## config.mk

```make
export PLATFORM = sky130hd
export DESIGN_NAME = pixel_output_mux
export DESIGN_NICKNAME = d
export VERILOG_FILES = /design/src/rtl/pixel_output_pkg.sv /design/src/rtl/pixel_output_mux_scale.sv /design/src/rtl/pixel_output_mux.sv
export SDC_FILE = /design/constraint.sdc
export NUM_CORES = 1
export LEC_CHECK = 0
export BUFFER_PORTS_ARGS = -buffer_cell sky130_fd_sc_hd__buf_2
export CORE_UTILIZATION = 55
export DETAILED_ROUTE_END_ITERATION = 6
export PLACE_DENSITY = 0.84
export SLEW_MARGIN = 10
export SYNTH_ARGS = -nofsm -noshare
export SYNTH_HDL_FRONTEND = slang
export SYNTH_SLANG_ARGS = --single-unit
```

## constraint.sdc

```tcl
create_clock -name clk9MHz -period 3.9 [get_ports clk9MHz]
set_input_delay 0 -clock clk9MHz [delete_from_list [all_inputs] [get_ports clk9MHz]]
set_output_delay 0 -clock clk9MHz [all_outputs]
set_load 0.01 [all_outputs]
```

## src/rtl/pixel_output_pkg.sv

```systemverilog
// Shared mode encodings, colour-bar table and default widths for the pixel output path.
package pixel_output_pkg;

    localparam int unsigned DATA_W_DEF = 12;
    localparam int unsigned PIX_W_DEF  = 8;

    typedef enum logic [2:0] {
        ModeBlack = 3'd0,
        ModeLp    = 3'd1,
        ModeHp    = 3'd2,
        ModeSplit = 3'd3,
        ModeBars  = 3'd4
    } mode_e;

    // Bar colours left to right as {r, g, b} on/off bits.
    function automatic logic [2:0] bar_rgb(input logic [2:0] idx);
        logic [2:0] rgb;
        rgb = 3'b000;
        case (idx)
            3'd0: rgb = 3'b111;
            3'd1: rgb = 3'b110;
            3'd2: rgb = 3'b011;
            3'd3: rgb = 3'b010;
            3'd4: rgb = 3'b101;
            3'd5: rgb = 3'b100;
            3'd6: rgb = 3'b001;
            default: rgb = 3'b000;
        endcase
        return rgb;
    endfunction

endpackage

```

## src/rtl/pixel_output_mux_scale.sv

```systemverilog
// Combinational conversion of filter samples to display intensity, with high-pass clamp flag.
module pixel_scale
    import pixel_output_pkg::*;
#(
    parameter int unsigned DATA_W   = DATA_W_DEF,
    parameter int unsigned PIX_W    = PIX_W_DEF,
    parameter int unsigned HP_SHIFT = 3
) (
    input  logic [DATA_W-1:0] lp_i,
    input  logic [DATA_W-1:0] hp_i,
    output logic [PIX_W-1:0]  lp8_o,
    output logic [PIX_W-1:0]  hp8_o,
    output logic              hp_sat_o
);

    logic [DATA_W:0] hp_ext;
    logic [DATA_W:0] hp_mag;
    logic [DATA_W:0] hp_shr;

    always_comb begin
        lp8_o  = lp_i[DATA_W-1 -: PIX_W];
        // One extra bit so the most negative sample has an exact magnitude.
        hp_ext = {hp_i[DATA_W-1], hp_i};
        hp_mag = hp_ext[DATA_W] ? (~hp_ext + {{DATA_W{1'b0}}, 1'b1}) : hp_ext;
        hp_shr = hp_mag >> HP_SHIFT;
        hp_sat_o = |hp_shr[DATA_W:PIX_W];
        hp8_o    = hp_sat_o ? {PIX_W{1'b1}} : hp_shr[PIX_W-1:0];
    end

endmodule

```

## src/rtl/pixel_output_mux.sv

```systemverilog
// Two-stage pixel output mux: window/mode/scale capture in S1, colour selection in S2.
module pixel_output_mux
    import pixel_output_pkg::*;
#(
    parameter int unsigned DATA_W   = DATA_W_DEF,
    parameter int unsigned PIX_W    = PIX_W_DEF,
    parameter int unsigned H_START  = 43,
    parameter int unsigned H_ACTIVE = 480,
    parameter int unsigned V_START  = 12,
    parameter int unsigned V_ACTIVE = 272,
    parameter int unsigned HP_SHIFT = 3
) (
    input  logic              clk9MHz,
    input  logic              reset,
    input  logic              start,
    input  logic [2:0]        mode,
    input  logic [9:0]        vgaCount,
    input  logic [8:0]        lineCount,
    input  logic [DATA_W-1:0] lowPassOutput,
    input  logic [DATA_W-1:0] highPassOutput,
    output logic [PIX_W-1:0]  redPixels,
    output logic [PIX_W-1:0]  greenPixels,
    output logic [PIX_W-1:0]  bluePixels,
    output logic              pixelValid,
    output logic              modeAck,
    output logic              hpSat
);

    localparam logic [9:0]  HLo   = 10'(H_START);
    localparam logic [9:0]  HHi   = 10'(H_START + H_ACTIVE);
    localparam logic [9:0]  HalfW = 10'(H_ACTIVE / 2);
    localparam int unsigned BarW  = H_ACTIVE / 8;
    localparam logic [8:0]  VLo   = 9'(V_START);
    localparam logic [8:0]  VHi   = 9'(V_START + V_ACTIVE);

    logic [PIX_W-1:0] lp8, hp8;
    logic             hp_sat;
    logic             in_active, frame_start;
    logic [9:0]       column;
    logic [2:0]       bar;

    logic             active_q, start_q, mode_chg_q, sat_acc_q, hp_sat_q;
    logic [PIX_W-1:0] lp8_q, hp8_q;
    logic [9:0]       column_q;
    logic [2:0]       bar_q;
    logic [2:0]       mode_q;

    logic [PIX_W-1:0] red_d, green_d, blue_d;
    logic [PIX_W-1:0] red_q, green_q, blue_q;
    logic             valid_q, ack_q;
    logic [2:0]       rgb;

    pixel_scale #(
        .DATA_W   (DATA_W),
        .PIX_W    (PIX_W),
        .HP_SHIFT (HP_SHIFT)
    ) u_scale (
        .lp_i     (lowPassOutput),
        .hp_i     (highPassOutput),
        .lp8_o    (lp8),
        .hp8_o    (hp8),
        .hp_sat_o (hp_sat)
    );

    always_comb begin
        in_active   = (vgaCount >= HLo) && (vgaCount < HHi) &&
                      (lineCount >= VLo) && (lineCount < VHi);
        frame_start = (vgaCount == 10'd0) && (lineCount == 9'd0);
        column      = vgaCount - HLo;
        bar         = 3'd0;
        for (int i = 1; i < 8; i++) begin
            if (column >= 10'(i * BarW)) bar = 3'(i);
        end
    end

    // S1: capture window, scaled samples and the frame-synchronous mode/saturation state.
    always_ff @(posedge clk9MHz) begin
        if (reset) begin
            active_q   <= 1'b0;
            start_q    <= 1'b0;
            lp8_q      <= '0;
            hp8_q      <= '0;
            column_q   <= '0;
            bar_q      <= '0;
            mode_q     <= ModeBlack;
            mode_chg_q <= 1'b0;
            sat_acc_q  <= 1'b0;
            hp_sat_q   <= 1'b0;
        end else begin
            active_q   <= in_active;
            start_q    <= start;
            lp8_q      <= lp8;
            hp8_q      <= hp8;
            column_q   <= column;
            bar_q      <= bar;
            mode_chg_q <= 1'b0;
            if (frame_start) begin
                mode_q     <= mode;
                mode_chg_q <= (mode != mode_q);
                hp_sat_q   <= sat_acc_q;
                // A clamp on the frame-start sample belongs to the frame now beginning.
                sat_acc_q  <= hp_sat;
            end else begin
                sat_acc_q  <= sat_acc_q | hp_sat;
            end
        end
    end

    always_comb begin
        red_d   = '0;
        green_d = '0;
        blue_d  = '0;
        rgb     = bar_rgb(bar_q);
        if (active_q && start_q) begin
            case (mode_q)
                ModeLp: begin
                    red_d   = lp8_q;
                    green_d = lp8_q;
                    blue_d  = lp8_q;
                end
                ModeHp: begin
                    red_d   = hp8_q;
                    green_d = hp8_q;
                    blue_d  = hp8_q;
                end
                ModeSplit: begin
                    if (column_q >= HalfW) begin
                        green_d = hp8_q;
                    end else begin
                        red_d   = lp8_q;
                        green_d = lp8_q;
                        blue_d  = lp8_q;
                    end
                end
                ModeBars: begin
                    red_d   = {PIX_W{rgb[2]}};
                    green_d = {PIX_W{rgb[1]}};
                    blue_d  = {PIX_W{rgb[0]}};
                end
                default: ;
            endcase
        end
    end

    // S2: registered colour outputs.
    always_ff @(posedge clk9MHz) begin
        if (reset) begin
            red_q   <= '0;
            green_q <= '0;
            blue_q  <= '0;
            valid_q <= 1'b0;
            ack_q   <= 1'b0;
        end else begin
            red_q   <= red_d;
            green_q <= green_d;
            blue_q  <= blue_d;
            valid_q <= active_q;
            ack_q   <= mode_chg_q;
        end
    end

    assign redPixels   = red_q;
    assign greenPixels = green_q;
    assign bluePixels  = blue_q;
    assign pixelValid  = valid_q;
    assign modeAck     = ack_q;
    assign hpSat       = hp_sat_q;

endmodule

```

Yosys cells after proc, flatten, opt, wreduce, memory -nomap -nowiden
Index checks and enable logic that the tools add are counted.
{"block": "word_totals", "reg_bits": 63, "in_bits": 49, "output_inout_bits": 27, "wordCells": 71}
{"block": "op_classes", "n_addsub": 2, "order_cmp": 12, "n_eq_ne": 11, "n_mux": 16, "bitwise_logic": 4, "n_reduce_logical": 11}
{"cell": "$pmux W8 S4", "count": 3}
{"cell": "$ge A10 B8 Y1 const B", "count": 3}
{"cell": "$ge A10 B9 Y1 const B", "count": 3}
{"cell": "$mux W8", "count": 3}
{"cell": "$pmux W3 S7", "count": 1}
{"cell": "$ge A10 B6 Y1 const B", "count": 2}
{"cell": "$mux W3", "count": 6}
{"cell": "$add A13 B1 Y13 const B", "count": 1}
{"cell": "$mux W13", "count": 1}
{"cell": "$not A13 Y13", "count": 1}
{"cell": "$eq A3 B2 Y1 const B", "count": 4}
{"cell": "$eq A3 B3 Y1 const B", "count": 4}
{"cell": "$ge A10 B7 Y1 const B", "count": 1}
{"cell": "$logic_not A10 Y1", "count": 1}
{"cell": "$lt A10 B10 Y1 const B", "count": 1}
{"cell": "$sub A10 B6 Y10 const B", "count": 1}
{"cell": "$ge A9 B4 Y1 const B", "count": 1}
{"cell": "$logic_not A9 Y1", "count": 1}
{"cell": "$lt A9 B9 Y1 const B", "count": 1}
{"cell": "$eq A3 B1 Y1 const B", "count": 2}
{"cell": "$reduce_or A2 Y1", "count": 3}
{"cell": "$logic_and A1 B1 Y1", "count": 5}
{"cell": "$logic_not A3 Y1", "count": 1}
{"cell": "$ne A3 B3 Y1", "count": 1}
{"cell": "3 further kinds", "count": 5}

Logic depth before layout (Yosys ltp)
Gate-level depths: netlist of run 1.
{"block": "depth", "ltp_word": 9, "mapped_depth": 9, "depth_no_buf": 7}

Hierarchy
A second synthesis of run 1 with hierarchy kept.
{"block": "unflattened", "hier_cells": 344, "hier_area_um2": 3015.4}
{"mod": "pixel_output_mux", "instances": 1, "cells_each": 289, "area_per_inst_um2": 2675.1, "seq_area_each_um2": 1181.1}
{"mod": "pixel_scale", "instances": 1, "cells_each": 55, "area_per_inst_um2": 340.3, "seq_area_each_um2": 0.0}

Worst setup path before layout of run 1
No wires, ideal clock.
{"block": "synth_timing", "kind": "input -> register", "startpoint": "input port vgaCount[0]", "endpoint": "register bar_q[1]", "setup_time_ns": 0.120, "arrival_ns": 1.599, "required_time_ns": 3.780, "setup_slack_ns": 2.182, "path_stages": 8, "path_buffers": 1, "path_cell_list": "ha_1 clkbuf_1 and4b_1 o21bai_1 a221o_1 a221oi_1 nor3b_1 a211o_1"}
{"block": "synth_between", "elab_chain_len": 8, "elab_cells_between_ends": 13, "classes_between": "add/sub: 1; order compare: 6; mux: 6"}
{"item": "start, declared", "line": "pixel_output_mux.sv:17", "rtl": "input logic [9:0] vgaCount,"}
{"item": "$sub A10 B6 Y10 (*)", "line": "pixel_output_mux.sv:69", "rtl": "column = vgaCount - HLo;"}
{"item": "$ge A10 B7 Y1", "line": "pixel_output_mux.sv:72", "rtl": "if (column >= 10'(i * BarW)) bar = 3'(i);"}
{"item": "$mux W3 (5 in series)", "line": "pixel_output_mux.sv:72"}
{"item": "$mux W3 (*)", "line": "pixel_output_mux.sv:72"}
{"item": "end signal, assigned", "line": "pixel_output_mux.sv:95", "rtl": "bar_q <= bar;"}
{"item": "end, declared", "line": "pixel_output_mux.sv:45", "rtl": "logic [2:0] bar_q;"}
Mark *: on every way between the ends. The rest lies on a longest branch, timed or not.
A chain may end at the register's enable or synchronous reset.

Worst setup path in the final report of run 1
{"block": "layout_timing", "startpoint": "input port lineCount[1]", "endpoint": "register mode_chg_q"}
{"block": "layout_between", "elab_chain_len": 4}
{"item": "start, declared", "line": "pixel_output_mux.sv:18", "rtl": "input logic [8:0] lineCount,"}
{"item": "$logic_not A9 Y1", "line": "pixel_output_mux.sv:68", "rtl": "frame_start = (vgaCount == 10'd0) && (lineCount == 9'd0);"}
{"item": "$logic_and A1 B1 Y1", "line": "pixel_output_mux.sv:68"}
{"item": "$not A1 Y1 (no source line)"}
{"item": "$reduce_or A2 Y1 (no source line)"}
{"item": "end signal, assigned", "line": "pixel_output_mux.sv:99", "rtl": "mode_chg_q <= (mode != mode_q);"}
{"item": "end, declared", "line": "pixel_output_mux.sv:42", "rtl": "logic active_q, start_q, mode_chg_q, sat_acc_q, hp_sat_q;"}
No other way between the ends.

==> flow_summary.json, run 1 <==
{
  "run_status": "finished, violations left",
  "violations": "design-rule violations",
  "ys.flop_type": "dfxtp_1",
  "path_cells": "dlygate4sd3_1 -> buf_2 -> nor4b_1 -> dlygate4sd3_1 -> nand2_1 -> dlygate4sd3_1 -> nor4_1 -> dlygate4sd3_1",
  "min_period_ns": 2.722,
  "crit_end": "mode_chg_q",
  "yosysSeqAreaShare": 0.4370,
  "switchingPower_uw": 319.5,
  "first_pass_iters": 6,
  "drive_gt1_frac": 0.2551,
  "wl_per_cell_um": 13.56,
  "p_int_uw": 957.3,
  "skew_ns": 0.007303,
  "place_congestion": 0.9013,
  "fp.dieH_um": 72.10,
  "clock_latency_ns": 0.33,
  "reg2reg_setup_slack_ns": 1.91,
  "max_cap_viol_count": 0,
  "fmax_ghz": 0.3674,
  "synthTopCellsByArea": "dfxtp_1, a21oi_1, a22oi_1",
  "hp-class": "in -> reg",
  "viasPerCell": 5.501,
  "finalNetCount": 438,
  "antenna_found_initial": 0,
  "r2r_end": "bluePixels[5]",
  "worstSetupPathType": "in -> reg",
  "seq_area_sq_um": 1181,
  "crit_fanout": 2,
  "synth.avg_cell_area_sq_um": 8.890,
  "final_common_cell": "buf_2",
  "drc_errors": 2,
  "htree_levels": 3,
  "cp.arrival_ns": 2.99,
  "ys_ff_latch": 59,
  "final.period_utilization": 0.6979,
  "synth_cells": 304,
  "hpwl_um": 4094,
  "worst_slew_pin_slew_ns": 1.094,
  "stdcell_area_sq_um": 3450,
  "fill_cells": 342,
  "num_rows": 25,
  "crit_required_ns": 4.17,
  "cts_resized": 0,
  "syn_nets": 355,
  "numClockSinks": 59,
  "die_w_um": 72.10,
  "netlist_area_sq_um": 2703,
  "ant_nets": 0,
  "ys_warn_count": 0,
  "cts_tree": "built",
  "grt_usage": 0.2472,
  "initial_core_util": 0.5722,
  "clockRootBuffer": "clkbuf_8",
  "slew_headroom": 0.2709,
  "grt_pass1_wl_um": 9908,
  "vias": 2525,
  "finalSetupViolCount": 0,
  "final_cell_mix": "buf_2, dfxtp_1, a21oi_1, nor2_1, dlygate4sd3_1",
  "synth_edf_count": 0,
  "slew_violations": 0,
  "power.density_nw_per_um2": 370.1,
  "n_antenna_cell": 0,
  "sw_frac_of_total": 0.2503,
  "cp-startpoint": "lineCount[1]",
  "worstReg2RegStart": "mode_q[2]",
  "rsz0062_at_grt": "false",
  "rr_worst_depth": 4,
  "port_buffers": 71,
  "total_power_uw": 1277,
  "multiInputGateArea_sq_um": 1424,
  "sequentialPowerShare": 0.496,
  "clk_pin_slew_worst_paths_ns": 0.06,
  "area_growth_pct": 27.64,
  "wirelength_um": 6225,
  "startpoint_type": "primary input",
  "synth_top_area_frac": 0.4370,
  "yosysTopAreaCell": "dfxtp_1",
  "clock_power_share": 0.383,
  "grt_max_degree": 38,
  "overflow": 0,
  "slowest_stage": "dlygate4sd3_1",
  "worst_path_largest_cell_delay_ns": 0.59,
  "dieArea_sq_um": 5198,
  "pwr-share-comb": 0.121,
  "placed_area_sq_um": 3059,
  "async_flop_share": 0,
  "tns_ns": 0,
  "end_kind": "register",
  "fp.coreArea_sq_um": 4723,
  "yosysUniqueCellTypes": 49,
  "cpMostUsedCell": "dlygate4sd3_1",
  "ios": 76,
  "grt_pass1_vias": 2185,
  "drt_iter0_markers": 192,
  "hold_viol": 0,
  "leakage_uw": 0.001447,
  "clockBufferDepth": 2,
  "numCtsBuffers": 9,
  "ir_drop_mv": 0.2038
}
==> power by group through the flow <==
stage | Sequential (uW) | Combinational, uW | Clock, uW
2_1_floorplan | 643 | 89.8 | 0
3_3_place_gp | 645 | 132 | 0
3_5_place_dp | 646 | 135 | 0
4_1_cts | 633 | 150 | 490
5_1_grt | 635 | 169 | 522
6_report | 634 | 154 | 489
==> critical path: cells and delay by family <==
family | cells | cell delay (ns)
AND/OR/NAND/NOR | 3 | 0.59
buffers and inverters | 5 | 2.40
==> what timing repair did <==
action | 4_1_cts | 5_1_grt
buffers inserted | 0 | 0
endpoints found under the setup margin | 0 | 0
hold buffers | 21 | 0
hold endpoints to repair | 18 | 0
==> flip-flops by register name, summed over array words and instances (netlist names) <==
signal / count
bluePixels: 8
greenPixels: 8
hp8_q: 8
lp8_q: 8
redPixels: 8
column_q: 6
bar_q: 3
mode_q: 3
active_q: 1
hpSat: 1
modeAck: 1
mode_chg_q: 1
pixelValid: 1
sat_acc_q: 1
start_q: 1
==> Yosys cell counts, types with 3 or more instances <==
master    instances
xor2_1           10
nor2b_1          15
nand2b_1          4
o21ai_0           5
nand3_1           4
or2_2             5
nor3_1            6
dfxtp_1          59
xnor2_1           5
o31ai_1           3
or3_1             3
o21a_1            3
a22oi_1          16
a211oi_1          4
a211o_1           5
mux2i_1           8
inv_1             4
nor4_1            3
buf_2             3
buf_1             4
clkbuf_1         12
nand2_1          20
a21oi_1          47
nor2_1           22
==> layout make-up <==
class	count	share of cell area
Clock buffer	12	0.04498
Clock inverter	4	0.007254
Inverter	4	0.004353
Multi-Input combinational cell	221	0.4128
Sequential cell	59	0.3424
Tap cell	67	0.02430
Timing Repair Buffer	92	0.1639
==> metal layers <==
metal  vias to the layer above  part of all wire  GRT usage
met4                         0             0.020     0.1068
li1                       1259                 -          -
met5                         -                 0          0
met2                       102              0.48     0.3915
met1                      1150              0.44     0.3131
met3                        14             0.057    0.07361
==> per-stage QoR <==
step	hold WS, ns	utilization	instances	worst slack [ns]
final	0.02151	0.7303	459	1.178
after global routing	0.03036	0.7303	459	1.055
after CTS	0.004837	0.7303	459	1.270
after detailed placement	0.2153	0.6477	422	1.687
after global placement	0.2121	0.6477	422	1.746
after floorplan	0.08116	-	304	2.182
==> kinds of logic (layout without fill, tap and decap cells) <==
logic type               Yosys count  count (layout)  share of synthesized area
AO/OA/AOI/OAI                    100             100                     0.2403
XOR/XNOR                          15              15                    0.04861
adder cells (fa/ha/maj)            2               2                   0.009258
buffers and inverters             24             112                    0.03611
flip-flops                        59              59                     0.4370
multiplexers                       9               9                    0.03380
AND/OR/NAND/NOR                   95              95                     0.1949
==> worst min-delay path by stage <==
stage                       from          end  slack (ns)  depth (start not counted)
3_5_place_dp   lowPassOutput[11]     lp8_q[7]        0.22                          2
4_1_cts        highPassOutput[4]     hp8_q[1]       0.005                          3
2_1_floorplan              reset  column_q[8]        0.08                          1
5_1_grt             lineCount[4]     active_q        0.03                          3
6_report            lineCount[2]     active_q        0.02                          3
3_3_place_gp   lowPassOutput[11]     lp8_q[7]        0.21                          2
Power figures use the tool's default switching activity.
==> inputs of run 2 (changes only) <==
ABC_AREA = 1   (was default)
CORE_UTILIZATION = 51   (was 55)
PLACE_DENSITY = 0.79   (was 0.84)
clock period = 2.59 ns   (was 3.9 ns; I/O delays follow)
==> run 2 against run 1 <==
Against the previous run:
- the run now ends clean
- utilization shrank 1.4 points
- sequential share of layout area barely moved
- setup slack got worse by 0.40 ns
- clock power increased by 96%
- clock-buffer cell count up 1
- worst hold slack lost 0.00091 ns
- synthesized cell count up 21%
- critical endpoint is now greenPixels[7]
- largest power group is now clock
- sequential power up 50%
- sequential cell count is the same
- synthesized area is 3.6% lower
- total power is 67% higher
- die area up 3.9%
==> flow_summary.json, run 2 <==
{
  "initial_core_util": 0.5410,
  "overflow": 0,
  "ant_nets": 0,
  "antenna_found_initial": 0,
  "wl_met1_um": 2672,
  "worstSetupPathType": "reg -> reg",
  "hold-path-endpoint": "hp8_q[2]",
  "area_growth_pct": 32.41,
  "hpwl_um": 3957,
  "clock_latency_ns": 0.33,
  "startpoint_type": "register",
  "htree_levels": 3,
  "grt_max_degree": 33,
  "rr_worst_depth": 6,
  "yosys-top-cells-count": "nor2_1, nand2_1, dfxtp_1, inv_1, nand3_1",
  "cts_resized": 0,
  "ir_drop_mv": 0.3624,
  "clockRootBuffer": "clkbuf_8",
  "rsz0062_at_grt": "false",
  "fill_cells": 381,
  "top_layer": "met4",
  "final_cell_mix": "nor2_1, buf_2, nand2_1, dfxtp_1, inv_1",
  "clockBufferDepth": 2,
  "total_power_uw": 2126,
  "synth_top_area_frac": 0.4532,
  "cp.arrival_ns": 2.06,
  "synthTopCellsByArea": "dfxtp_1, nor2_1, nand2_1",
  "async_flop_share": 0,
  "port_buffers": 71,
  "crit_fanout": 9,
  "wl_met2_um": 2553,
  "cts_hold_buf": 19,
  "crit_required_ns": 2.85,
  "skew_ns": 0.008066,
  "grt_usage": 0.2318,
  "worstHoldStart": "highPassOutput[5]",
  "synth.avg_cell_area_sq_um": 7.082,
  "yosysTopAreaCell": "dfxtp_1",
  "end_kind": "register",
  "first_pass_iters": 5,
  "synth_most_common_cell": "nor2_1",
  "place_congestion": 0.9035,
  "ys_ff_latch": 59,
  "fmax_ghz": 0.5531,
  "vias": 2557,
  "leakage_uw": 0.001635,
  "fin_ws_ns": 0.7820,
  "cts_setup_buffers": 0,
  "ios": 76,
  "synth_edf_count": 0,
  "fp.coreArea_sq_um": 4817,
  "cp_num_buf_inv": 0,
  "finalNetCount": 514,
  "worst_slew_pin_slew_ns": 0.7806,
  "wl_met3_um": 299,
  "tns_ns": 0,
  "yosysSeqAreaShare": 0.4532,
  "drc_errors": 0,
  "wirelength_um": 5618,
  "syn_nets": 419,
  "n_antenna_cell": 0,
  "slew_headroom": 0.4756,
  "grt_pass1_vias": 2310,
  "num_rows": 25,
  "seq_area_sq_um": 1181,
  "r2r_end": "greenPixels[7]",
  "hold_viol": 0,
  "ys.flop_type": "dfxtp_1",
  "holdPathStages": 4,
  "finalSetupViolCount": 0,
  "reg2reg_setup_slack_ns": 0.78,
  "drt_iter0_markers": 95,
  "max_cap_viol_count": 0,
  "numClockSinks": 59,
  "power.density_nw_per_um2": 616.2,
  "worstReg2RegStart": "column_q[4]",
  "synth_cells": 368,
  "slowest_stage": "nor3b_2",
  "worst_path_largest_cell_delay_ns": 0.53,
  "numCtsBuffers": 9,
  "stdcell_area_sq_um": 3451,
  "final_common_cell": "nor2_1",
  "placed_area_sq_um": 3023,
  "hp-class": "in -> reg",
  "wl_per_cell_um": 10.50,
  "dieArea_sq_um": 5400,
  "min_period_ns": 1.808,
  "path_cells": "nand4_1 -> nor3b_2 -> o211ai_2 -> o21ai_0 -> nor3_1 -> nor2_1",
  "slew_violations": 0,
  "yosysUniqueCellTypes": 29,
  "multiInputGateArea_sq_um": 1219,
  "final.period_utilization": 0.6981,
  "die_w_um": 73.49,
  "viasPerCell": 4.779,
  "netlist_area_sq_um": 2606,
  "grt_pass1_wl_um": 9508,
  "fp.dieH_um": 73.49,
  "cp_top_family": "simple AND/OR/NAND/NOR gates",
  "dp_slack_ns": 0.8129,
  "cts_tree": "built",
  "run_status": "finished, final reports clean",
  "ys_warn_count": 0,
  "clk_pin_slew_worst_paths_ns": 0.06,
  "drive_gt1_frac": 0.2115
}
[run 2: how the worst max path moves through the flow]
stage / start / end / cells past startpoint
after floorplan: column_q[4] / greenPixels[1] / 6
final: column_q[4] / greenPixels[7] / 6
after CTS: column_q[4] / bluePixels[0] / 6
after global placement: column_q[4] / greenPixels[1] / 6
after detailed placement: column_q[4] / greenPixels[3] / 6
after global routing: column_q[4] / greenPixels[7] / 6
[run 2: cell type report]
| class | instances | share of cell area |
|---|---|---|
| clock buffer | 13 | 0.04895 |
| clock inverter | 3 | 0.01994 |
| inverter | 49 | 0.05330 |
| multi-input combinational | 254 | 0.3532 |
| sequential | 59 | 0.3423 |
| tap | 67 | 0.02429 |
| timing repair buffer | 90 | 0.1581 |
[run 2: power by group]
part	internal, uW	leakage [uW]	switching (uW)
Combinational	95.6	0.00103	126
Clock	622	0.000120	334
Sequential	938	0.000483	10.7
Total	1660	0.00164	471
[run 2: cells by family (layout without fill, tap and decap cells)]
kind of cell / Yosys count / in the layout / synth area share
compound gates: 41 / 41 / 0.09553
buf+inv: 55 / 155 / 0.07921
flops: 59 / 59 / 0.4532
xor+xnor: 7 / 7 / 0.02352
simple gates: 204 / 204 / 0.3389
fa+ha+maj: 2 / 2 / 0.009600
[run 2: through the flow]
stage / utilization / instances / hold WS (ns)
floorplan: - / 368 / 0.09453
global placement: 0.6275 / 500 / 0.2011
detailed placement: 0.6275 / 500 / 0.2038
CTS: 0.7164 / 535 / 0.01703
global route: 0.7164 / 535 / 0.05054
finish: 0.7164 / 535 / 0.02060
[run 2: routing by layer]
layer | global-route usage | up-vias
li1 | - | 1362
met1 | 0.2824 | 1091
met2 | 0.3761 | 94
met3 | 0.05761 | 10
met4 | 0.1239 | 0
met5 | 0 | -
[run 2: tightest hold or removal path, delay by kind of cell]
| family | cells | cell delay [ns] |
|---|---|---|
| buffers and inverters | 2 | 0.14 |
| xor gates and xnor gates | 1 | 0.11 |
| AOI/OAI and AO/OA | 1 | 0.07 |
==> inputs of run 3 (changes only) <==
CORE_UTILIZATION = 46   (was 51)
PLACE_DENSITY = 0.75   (was 0.79)
clock period = 1.5 ns   (was 2.59 ns; I/O delays follow)
==> run 3 against run 2 <==
Against the previous run:
- final cell count grew 4.1%
- routed wire length grew 5.5%
- non-clock buffer count grew 17
- clock-buffer cell count shrank 3
- via count grew 2.2%
- clock power grew 62%
- worst hold slack gained 0.026 ns
- critical path depth shrank 1
- die area grew 11%
- critical endpoint is now active_q
- highest routed layer unchanged
==> flow_summary.json, run 3 (synthesis gave the netlist of run 2 again) <==
{
  "run_status": "finished, final reports clean",
  "numCtsBuffers": 9,
  "leakage_uw": 0.001691,
  "worst_slew_pin_slew_ns": 0.3630,
  "antenna_found_initial": 0,
  "whs_ns": 0.04613,
  "reg2reg_setup_slack_ns": 0.14,
  "worstSetupPathType": "in -> reg",
  "cp.arrival_ns": 1.68,
  "numClockSinks": 59,
  "wl_per_cell_um": 10.64,
  "grt_pass1_vias": 2375,
  "first_pass_iters": 4,
  "worstReg2RegStart": "column_q[4]",
  "hold-path-endpoint": "hp8_q[0]",
  "instances_no_fill": 557,
  "startpoint_type": "primary input",
  "path_cells": "dlygate4sd3_1 -> buf_2 -> buf_4 -> a211oi_1 -> dlygate4sd3_1",
  "holdPathStages": 4,
  "overflow": 0,
  "initial_core_util": 0.4762,
  "clockRootBuffer": "clkbuf_8",
  "fmax_ghz": 0.7106,
  "max_cap_viol_count": 0,
  "stdcell_area_sq_um": 3586,
  "hpwl_um": 4278,
  "final_cell_mix": "nor2_1, buf_2, nand2_1, dfxtp_1, inv_1",
  "min_period_ns": 1.407,
  "slew_headroom": 0.7567,
  "seq_area_sq_um": 1181,
  "final_common_cell": "nor2_1",
  "n_antenna_cell": 0,
  "tns_ns": 0,
  "worst_path_largest_cell_delay_ns": 0.58,
  "ir_drop_mv": 0.5334,
  "area_growth_pct": 37.59,
  "wirelength_um": 5929,
  "drt_iter0_markers": 99,
  "grt_max_degree": 32,
  "die_w_um": 77.27,
  "worstHoldStart": "highPassOutput[3]",
  "num_rows": 27,
  "crit_cells": 5,
  "htree_levels": 3,
  "ios": 76,
  "rr_worst_depth": 7,
  "clockBufferDepth": 2,
  "finalNetCount": 531,
  "ant_nets": 0,
  "fill_cells": 490,
  "crit_fanout": 31,
  "drive_gt1_frac": 0.2557,
  "cp_num_buf_inv": 4,
  "grt_usage": 0.2113,
  "cts_tree": "built",
  "drc_errors": 0,
  "grt_pass1_wl_um": 9963,
  "place_congestion": 0.8970,
  "dieArea_sq_um": 5971,
  "hold_viol": 0,
  "cpMostUsedCell": "dlygate4sd3_1",
  "skew_ns": 0.006838,
  "finalSetupViolCount": 0,
  "crit_required_ns": 1.78,
  "placed_area_sq_um": 3119,
  "viasPerCell": 4.693,
  "r2r_end": "greenPixels[1]",
  "fp.dieH_um": 77.27,
  "hp-class": "in -> reg",
  "final.period_utilization": 0.9381,
  "cp_top_family": "buffers and inverters",
  "vias": 2614,
  "place_inst": 517,
  "port_buffers": 71,
  "fp.coreArea_sq_um": 5473,
  "multiInputGateArea_sq_um": 1239,
  "slowest_stage": "dlygate4sd3_1",
  "end_kind": "register",
  "clk_pin_slew_worst_paths_ns": 0.07,
  "clock_latency_ns": 0.33,
  "slew_violations": 0,
  "power.density_nw_per_um2": 1001
}
[run 3: cell types whose count changed in the layout (fill, tap and decap cells not counted), sizes merged]
| cell | previous run | this run |
|---|---|---|
| buf | 71 | 87 |
| clkbuf | 13 | 10 |
| clkinvlp | 0 | 2 |
| dlygate4sd3 | 19 | 20 |
| inv | 49 | 50 |
[run 3: worst max-delay path by stage]
stage	start	to	slack, ns
2_1_floorplan	column_q[4]	greenPixels[1]	0.12
3_3_place_gp	vgaCount[0]	bar_q[0]	0.02
3_5_place_dp	vgaCount[0]	bar_q[0]	-0.06
4_1_cts	column_q[4]	greenPixels[3]	0.03
5_1_grt	highPassOutput[4]	hp8_q[3]	-0.04
6_report	reset	active_q	0.09
[run 3: report_power, final]
part,switching [uW],total (uW),internal (uW),leakage [uW]
combinational,225,407,182,0.00111
sequential,18.6,1640,1620,0.000483
clock,608,1550,937,0.000103
[run 3: what timing repair did]
action	CTS	global route
endpoints found under the hold margin	19	0
setup endpoints to repair	0	30
buffers inserted	0	4
hold buffers	20	0
resized for setup	0	17
[run 3: metrics by stage]
stage               total power, uW  setup WS [ns]    util
floorplan                      1882         0.1152       -
global placement               2019        0.01511  0.5700
detailed placement             2027       -0.05656  0.5700
CTS                            3612        0.03499  0.6461
global route                   3745       -0.03858  0.6552
finish                         3590        0.09283  0.6552
[run 3: final cells by class]
cell class              instances  area share
inverters                      49     0.05129
repair buffers                107      0.1884
flip-flops and latches         59      0.3294
multi-input cells             254      0.3454
clock buffers                  10     0.03559
clock inverters                 6     0.02477
well taps                      72     0.02512
[run 3: tightest hold or removal path, delay by kind of cell]
| family | cells | cell delay [ns] |
|---|---|---|
| buf+inv | 1 | 0.09 |
| xor+xnor | 1 | 0.07 |
| simple gates | 2 | 0.16 |
[run 3: metal layers]
layer / up-vias / global-route usage / part of all wire
met3: 9 / 0.04286 / 0.053
met1: 1127 / 0.2480 / 0.44
met5: - / 0 / 0
met2: 81 / 0.3664 / 0.49
met4: 0 / 0.09811 / 0.016
li1: 1397 / - / -
